$ cat src/rtl/multdiv_if.sv
// Operand/start and result/handshake bundle between the execute stage and multdiv_unit.
interface multdiv_if #(
    parameter int WIDTH = 32
);
    logic [WIDTH-1:0] data_operandA;
    logic [WIDTH-1:0] data_operandB;
    logic             ctrl_MULT;
    logic             ctrl_DIV;
    logic [WIDTH-1:0] data_result;
    logic             data_exception;
    logic             data_resultRDY;
    logic             busy;

    modport master (
        output data_operandA, data_operandB, ctrl_MULT, ctrl_DIV,
        input  data_result, data_exception, data_resultRDY, busy
    );

    modport slave (
        input  data_operandA, data_operandB, ctrl_MULT, ctrl_DIV,
        output data_result, data_exception, data_resultRDY, busy
    );
endinterface

$ cat src/rtl/multdiv_unit.sv
// Iterative signed multiply / restoring divide unit with overflow and divide-by-zero flag.
// Define MULTDIV_RADIX4_EN to build the multiplier as radix-4 Booth (16 steps instead of 32).
//
// state | meaning
// IDLE  | waiting for a start pulse, busy low
// MUL   | multiply iterations, last count finalises sign/overflow
// DIV   | divide iterations, count 0 also catches a zero divisor
// DONE  | one-cycle ready pulse, results valid
module multdiv_unit #(
    parameter int WIDTH = 32,
    parameter int CNT_W = 6
) (
    input logic       clock,
    input logic       reset,
    multdiv_if.slave  bus
);
    localparam logic [1:0] IDLE = 2'd0;
    localparam logic [1:0] MUL  = 2'd1;
    localparam logic [1:0] DIV  = 2'd2;
    localparam logic [1:0] DONE = 2'd3;

`ifdef MULTDIV_RADIX4_EN
    localparam int MUL_STEPS = WIDTH / 2;
`else
    localparam int MUL_STEPS = WIDTH;
`endif

    logic [1:0]         state;
    logic [CNT_W-1:0]   cnt;
    logic [2*WIDTH-1:0] acc;
    logic [2*WIDTH-1:0] mcand;
    logic [WIDTH:0]     mplier;
    logic [WIDTH:0]     rem;
    logic [WIDTH:0]     dvs;
    logic [WIDTH-1:0]   quo;
    logic               neg;
    logic [WIDTH-1:0]   result_q;
    logic               exc_q;

    logic               start;
    logic [WIDTH:0]     mag_a;
    logic [WIDTH:0]     mag_b;
    logic [2*WIDTH-1:0] acc_add;
    logic [2*WIDTH-1:0] prod_fin;
    logic               mul_exc;
    logic [WIDTH:0]     shifted;
    logic               div_ge;
    logic [WIDTH-1:0]   quo_fin;
    logic               div_exc;

    assign start = bus.ctrl_MULT | bus.ctrl_DIV;

    // 33-bit magnitudes so that 0x80000000 becomes 2**31 without wrapping
    assign mag_a = bus.data_operandA[WIDTH-1] ? ({1'b0, ~bus.data_operandA} + 1'b1)
                                              : {1'b0, bus.data_operandA};
    assign mag_b = bus.data_operandB[WIDTH-1] ? ({1'b0, ~bus.data_operandB} + 1'b1)
                                              : {1'b0, bus.data_operandB};

    always_comb begin
        acc_add = '0;
`ifdef MULTDIV_RADIX4_EN
        unique case (mplier[2:0])
            3'b001, 3'b010: acc_add = mcand;
            3'b011:         acc_add = mcand << 1;
            3'b100:         acc_add = -(mcand << 1);
            3'b101, 3'b110: acc_add = -mcand;
            default:        acc_add = '0;
        endcase
        prod_fin = acc;
`else
        if (mplier[0])
            acc_add = mcand;
        prod_fin = neg ? -acc : acc;
`endif
    end

    assign mul_exc = prod_fin[2*WIDTH-1:WIDTH] != {WIDTH{prod_fin[WIDTH-1]}};

    // partial remainder always stays below the divisor, so its top bit is never needed
    assign shifted = {rem[WIDTH-1:0], quo[WIDTH-1]};
    assign div_ge  = shifted >= dvs;
    assign quo_fin = neg ? -quo : quo;
    assign div_exc = ~neg & quo[WIDTH-1];

    always_ff @(posedge clock) begin
        if (reset) begin
            state    <= IDLE;
            cnt      <= '0;
            acc      <= '0;
            mcand    <= '0;
            mplier   <= '0;
            rem      <= '0;
            dvs      <= '0;
            quo      <= '0;
            neg      <= 1'b0;
            result_q <= '0;
            exc_q    <= 1'b0;
        end else if (start) begin
            state <= bus.ctrl_MULT ? MUL : DIV;
            cnt   <= '0;
            acc   <= '0;
            neg   <= bus.data_operandA[WIDTH-1] ^ bus.data_operandB[WIDTH-1];
`ifdef MULTDIV_RADIX4_EN
            mcand  <= {{WIDTH{bus.data_operandA[WIDTH-1]}}, bus.data_operandA};
            mplier <= {bus.data_operandB, 1'b0};
`else
            mcand  <= {{(WIDTH-1){1'b0}}, mag_a};
            mplier <= mag_b;
`endif
            rem   <= '0;
            quo   <= mag_a[WIDTH-1:0];
            dvs   <= mag_b;
        end else begin
            unique case (state)
                MUL: begin
                    if (cnt == CNT_W'(MUL_STEPS)) begin
                        result_q <= prod_fin[WIDTH-1:0];
                        exc_q    <= mul_exc;
                        state    <= DONE;
                    end else begin
                        acc <= acc + acc_add;
`ifdef MULTDIV_RADIX4_EN
                        mcand  <= mcand << 2;
                        mplier <= {{2{mplier[WIDTH]}}, mplier[WIDTH:2]};
`else
                        mcand  <= mcand << 1;
                        mplier <= mplier >> 1;
`endif
                        cnt <= cnt + CNT_W'(1);
                    end
                end
                DIV: begin
                    if (cnt == '0 && dvs == '0) begin
                        result_q <= '0;
                        exc_q    <= 1'b1;
                        state    <= DONE;
                    end else if (cnt == CNT_W'(WIDTH)) begin
                        result_q <= quo_fin;
                        exc_q    <= div_exc;
                        state    <= DONE;
                    end else begin
                        rem <= div_ge ? (shifted - dvs) : shifted;
                        quo <= {quo[WIDTH-2:0], div_ge};
                        cnt <= cnt + CNT_W'(1);
                    end
                end
                DONE:    state <= IDLE;
                default: state <= IDLE;
            endcase
        end
    end

    assign bus.data_result    = result_q;
    assign bus.data_exception = exc_q;
    assign bus.data_resultRDY = (state == DONE);
    assign bus.busy           = (state != IDLE);
endmodule

$ cat src/flat_wrapper.sv
// flat-port wrapper written by rule: the top's interface ports become plain ports
module multdiv_unit_flat 
#(
    parameter int WIDTH = 32,
    parameter int CNT_W = 6
)
  (clock, reset, bus_data_operandA, bus_data_operandB, bus_ctrl_MULT, bus_ctrl_DIV, bus_data_result, bus_data_exception, bus_data_resultRDY, bus_busy);
  multdiv_if #(.WIDTH(WIDTH)) bus_i ();
  input logic clock;
  input logic reset;
  input wire logic [$bits(bus_i.data_operandA)-1:0] bus_data_operandA;
  input wire logic [$bits(bus_i.data_operandB)-1:0] bus_data_operandB;
  input wire logic [$bits(bus_i.ctrl_MULT)-1:0] bus_ctrl_MULT;
  input wire logic [$bits(bus_i.ctrl_DIV)-1:0] bus_ctrl_DIV;
  output wire logic [$bits(bus_i.data_result)-1:0] bus_data_result;
  output wire logic [$bits(bus_i.data_exception)-1:0] bus_data_exception;
  output wire logic [$bits(bus_i.data_resultRDY)-1:0] bus_data_resultRDY;
  output wire logic [$bits(bus_i.busy)-1:0] bus_busy;
  assign bus_i.data_operandA = bus_data_operandA;
  assign bus_i.data_operandB = bus_data_operandB;
  assign bus_i.ctrl_MULT = bus_ctrl_MULT;
  assign bus_i.ctrl_DIV = bus_ctrl_DIV;
  assign bus_data_result = bus_i.data_result;
  assign bus_data_exception = bus_i.data_exception;
  assign bus_data_resultRDY = bus_i.data_resultRDY;
  assign bus_busy = bus_i.busy;
  multdiv_unit #(.WIDTH(WIDTH), .CNT_W(CNT_W)) u_core (.clock(clock), .reset(reset), .bus(bus_i));
endmodule
$ cat config.mk
export PLATFORM = sky130hd
export DESIGN_NAME = multdiv_unit_flat
export DESIGN_NICKNAME = d
export VERILOG_FILES = /design/src/rtl/multdiv_if.sv /design/src/rtl/multdiv_unit.sv /design/src/flat_wrapper.sv
export SDC_FILE = /design/constraint.sdc
export NUM_CORES = 1
export LEC_CHECK = 0
export ABC_AREA = 1
export CAP_MARGIN = 15
export CORE_MARGIN = 2
export CORE_UTILIZATION = 50
export DETAILED_ROUTE_END_ITERATION = 10
export PLACE_DENSITY = 0.67
export SETUP_SLACK_MARGIN = 0.1
export SYNTH_ARGS = -nofsm -noshare
export SYNTH_HDL_FRONTEND = slang
export SYNTH_SLANG_ARGS = --single-unit
$ cat constraint.sdc
create_clock -name clock -period 3.95 [get_ports clock]
set_clock_uncertainty 0.05 [all_clocks]
set_input_delay 1.185 -clock clock [delete_from_list [all_inputs] [get_ports clock]]
set_output_delay 1.185 -clock clock [all_outputs]
set_load 0.1 [all_outputs]
==> run metrics <==
Critical Path End Type=register; IO Port Bufs=about 100; WL per Instance=18.5 um; register area share after synthesis=between 20% and 30%; drt drc=0; async set-reset flop share out of synthesis=0%; post-synthesis compound-gate area fraction=25.4%; CTS tree=built; adder-cell share of the synthesized area=under 10%; Distinct cells, synth=between 60 and 70; crit path DAT=3.90 ns; flop2flop setup slack=between 0.5 and 0.6 ns; clock latency on the worst-skew pair=between 0.5 and 0.6 ns; Req. time, crit path=~4.4 ns; Clock Pin Slew Worst Setup and Hold Paths=around 0.06 ns; Setup TNS=0 ns; ant diodes=0; Num CTS Buffers=36; # rows=between 70 and 80; vias in the first global route=23600; main combinational cell family by area after synthesis=simple AND/OR/NAND/NOR gates; initial antenna violation count=2; fin. max-slew vios=0; post-synthesis net count=about 4000; fillcell total=4852; status=finished clean; Synth Register Bits=300; Synth Area in XOR/XNOR=3.25%; Core Region=about 46000 um^2; Pleak=between 0.01 and 0.015 uW; clk buf depth=3; DRT Pass-1 Iters=6; Die H=approximately 220 um; Area Growth Syn to Fin=11.6%; # IOs=between 100 and 150; mapped cell area=between 20000 and 25000 um^2; Power Density=~340 nW/um^2; Tcrit/Tclk final=a little under 90%; CTS Sinks=300; global router's overall resource usage=33.8%; DR iter-0 viols=~2000; Initial Util=between 50 and 60%; Via density=about 5.7; Final Non-Filler Cells=around 4500; DP HPWL=between 60000 and 70000 um; Hold WC Path Type=reg2reg; Critical Path Source Type=register; die area=48700 um^2; H-tree levels=2; Final Hold Viols=0; syn_area_per_cell=between 6 and 7 um^2; CP cell instances=buf_12 > nand2_1 > inv_1 > ha_1 > a21oi_1 > o21ai_0 > a21oi_1 > inv_1 > a21oi_1 > nand3_1 > nand3_1 > nand2_1 > xor2_1 > o21ai_0 > inv_1; Worst Path Max Fanout=42; WL final=between 80000 and 90000 um; RSZ-0062 raised after global routing=false; placed insts=4452; Rel. slew slack=28.8%; Hold-fix buffers, CTS=0; Fmax=0.292 GHz; crit-path max cell delay=about 0.59 ns; Final Setup Violations=0; Max VDD drop=367 uV; via count=approximately 26000; root buffer cell=clkbuf_16; Synth Warn #=0; GP Congestion=about 1.0; gr ovfl total=0; WS Path Type=reg2reg; cells after synthesis=approximately 3800; remaining antenna violation count=0; Die Width=221 um; layout cells sized above 1=under 10%; multiplexer share of the synthesized area=0%; worst-margin pin slew=1.07 ns; first-pass GRT wire length=~130000 um; Post-CTS Setup Bufs=0; simple-gate share of the synthesized area=between 20% and 30%; max_cap viols=0; nets=a little over 4000; EDFF count, synth=0; main flop type after synthesis=dfxtp_1; largest net degree at the start of global routing=between 100 and 150; Post-CTS Resized=0; min cycle time layout=3.43 ns; crit path max-delay cell type=dfxtp_2
==> flip-flops by register name, summed over array words and instances, names as in the netlist <==
name,flops
u_core.acc,64
u_core.mcand,64
u_core.dvs,33
u_core.mplier,33
u_core.bus.data_result,32
u_core.quo,32
u_core.rem,32
u_core.cnt,6
u_core.state,2
u_core.bus.data_exception,1
u_core.neg,1
==> Yosys cell counts, types with 5 or more instances <==
library cell	instances	area, um^2
nand2_1	741	2780
inv_1	536	2010
a21oi_1	491	2460
nor2_1	453	1700
o21ai_0	399	2000
dfxtp_1	300	6010
nand3_1	179	896
ha_1	107	1340
clkbuf_1	86	323
xor2_1	60	526
nor3_1	38	190
a31oi_1	37	231
o21ai_1	36	180
nand4_1	35	219
buf_2	31	155
xnor2_1	27	236
a211oi_1	22	165
o211ai_1	20	150
a21o_1	18	135
nor4_1	18	113
buf_1	17	63.8
nand2_2	16	100
o21a_1	14	105
inv_2	13	48.8
a221oi_1	12	105
o21bai_1	11	82.6
nand3b_1	10	75.1
buf_4	9	67.6
or2_2	9	56.3
nand3_2	8	80.1
nor3_2	8	80.1
nor2_2	7	43.8
o21ai_2	7	61.3
o31ai_1	6	45.0
and3_1	5	31.3
o2111ai_1	5	43.8
o22ai_1	5	31.3
==> cells in the final DEF (no fill, tap or decap), drive strengths merged, types with 2 or more instances in the layout <==
| cell type | n |
|---|---|
| nand2 | 762 |
| inv | 552 |
| a21oi | 493 |
| nor2 | 463 |
| o21ai | 442 |
| dfxtp | 300 |
| nand3 | 187 |
| ha | 107 |
| clkdlybuf4s50 | 74 |
| buf | 72 |
| xor2 | 60 |
| clkbuf | 49 |
| nor3 | 48 |
| a31oi | 37 |
| nand4 | 37 |
| xnor2 | 27 |
| a211oi | 22 |
| o211ai | 21 |
| nor4 | 20 |
| a21o | 18 |
| or2 | 15 |
| o21a | 14 |
| a221oi | 13 |
| o21bai | 11 |
| nand3b | 11 |
| clkinv | 8 |
| o31ai | 6 |
| a21boi | 6 |
| o22ai | 5 |
| and3 | 5 |
| o2111ai | 5 |
| bufinv | 5 |
| a311oi | 4 |
| and2 | 2 |
| o32ai | 2 |
| fa | 2 |
==> per-layer routing <==
metal  vias to the layer above  wire length (um)  global-route usage (%)
met5                         -                 9                       0
met4                         2              4410                    17.5
met2                       972             37100                    55.0
li1                      12800                 -                       -
met3                       188              5480                    4.08
met1                     11700             36300                    43.9
==> kinds of logic (layout without fill, tap and decap cells) <==
family	after synthesis	count (layout)
flip-flops	300	300
AND/OR/NAND/NOR	1551	1551
AO/OA/AOI/OAI	1101	1101
adder cells (fa/ha/maj)	109	109
XOR/XNOR	87	87
buffers and inverters	698	761
==> worst paths after layout <==
| kind | start | end | depth (start not counted) |
|---|---|---|---|
| setup / recovery | u_core.mplier[0] | u_core.acc[57] | 15 |
| hold / removal | u_core.mplier[32] | u_core.mplier[32] | 2 |
| setup reg to reg | u_core.mplier[0] | u_core.acc[57] | 15 |
| hold reg to reg | u_core.mplier[32] | u_core.mplier[32] | 2 |
==> through the flow <==
step	hold WS (ns)	total power (uW)	util, %	setup WS, ns	instance area, um^2
floorplan	0.364	4590	-	1.04	23500
detailed placement	0.388	5150	53.6	0.201	24900
global placement	0.403	5150	53.6	0.241	24900
global route	0.416	9150	56.4	0.283	26200
finish	0.402	8800	56.4	0.521	26200
CTS	0.402	8800	56.4	0.629	26200
==> cell type report <==
type                            count  area, um^2  area share [%]
Multi-Input combinational cell   2848       14800            56.3
Sequential cell                   300        6010            22.9
Inverter                          551        2070            7.91
Timing Repair Buffer              146        1320            5.02
Clock buffer                       49        1050            4.01
Tap cell                          607         759            2.90
Clock inverter                     15         236           0.903
==> power breakdown <==
group,switching [uW],total [uW],internal (uW)
sequential,155,3330,3170
clock,1450,3660,2210
combinational,1250,1810,557
==> critical path: cells and delay by family (launching register included) <==
| kind | cells | cell delay (ns) |
|---|---|---|
| xor+xnor | 1 | 0.40 |
| compound gates | 5 | 0.84 |
| fa+ha+maj | 1 | 0.30 |
| flops | 1 | 0.59 |
| simple gates | 4 | 0.62 |
| buf+inv | 4 | 0.54 |
(Power assumes the default switching activity.)
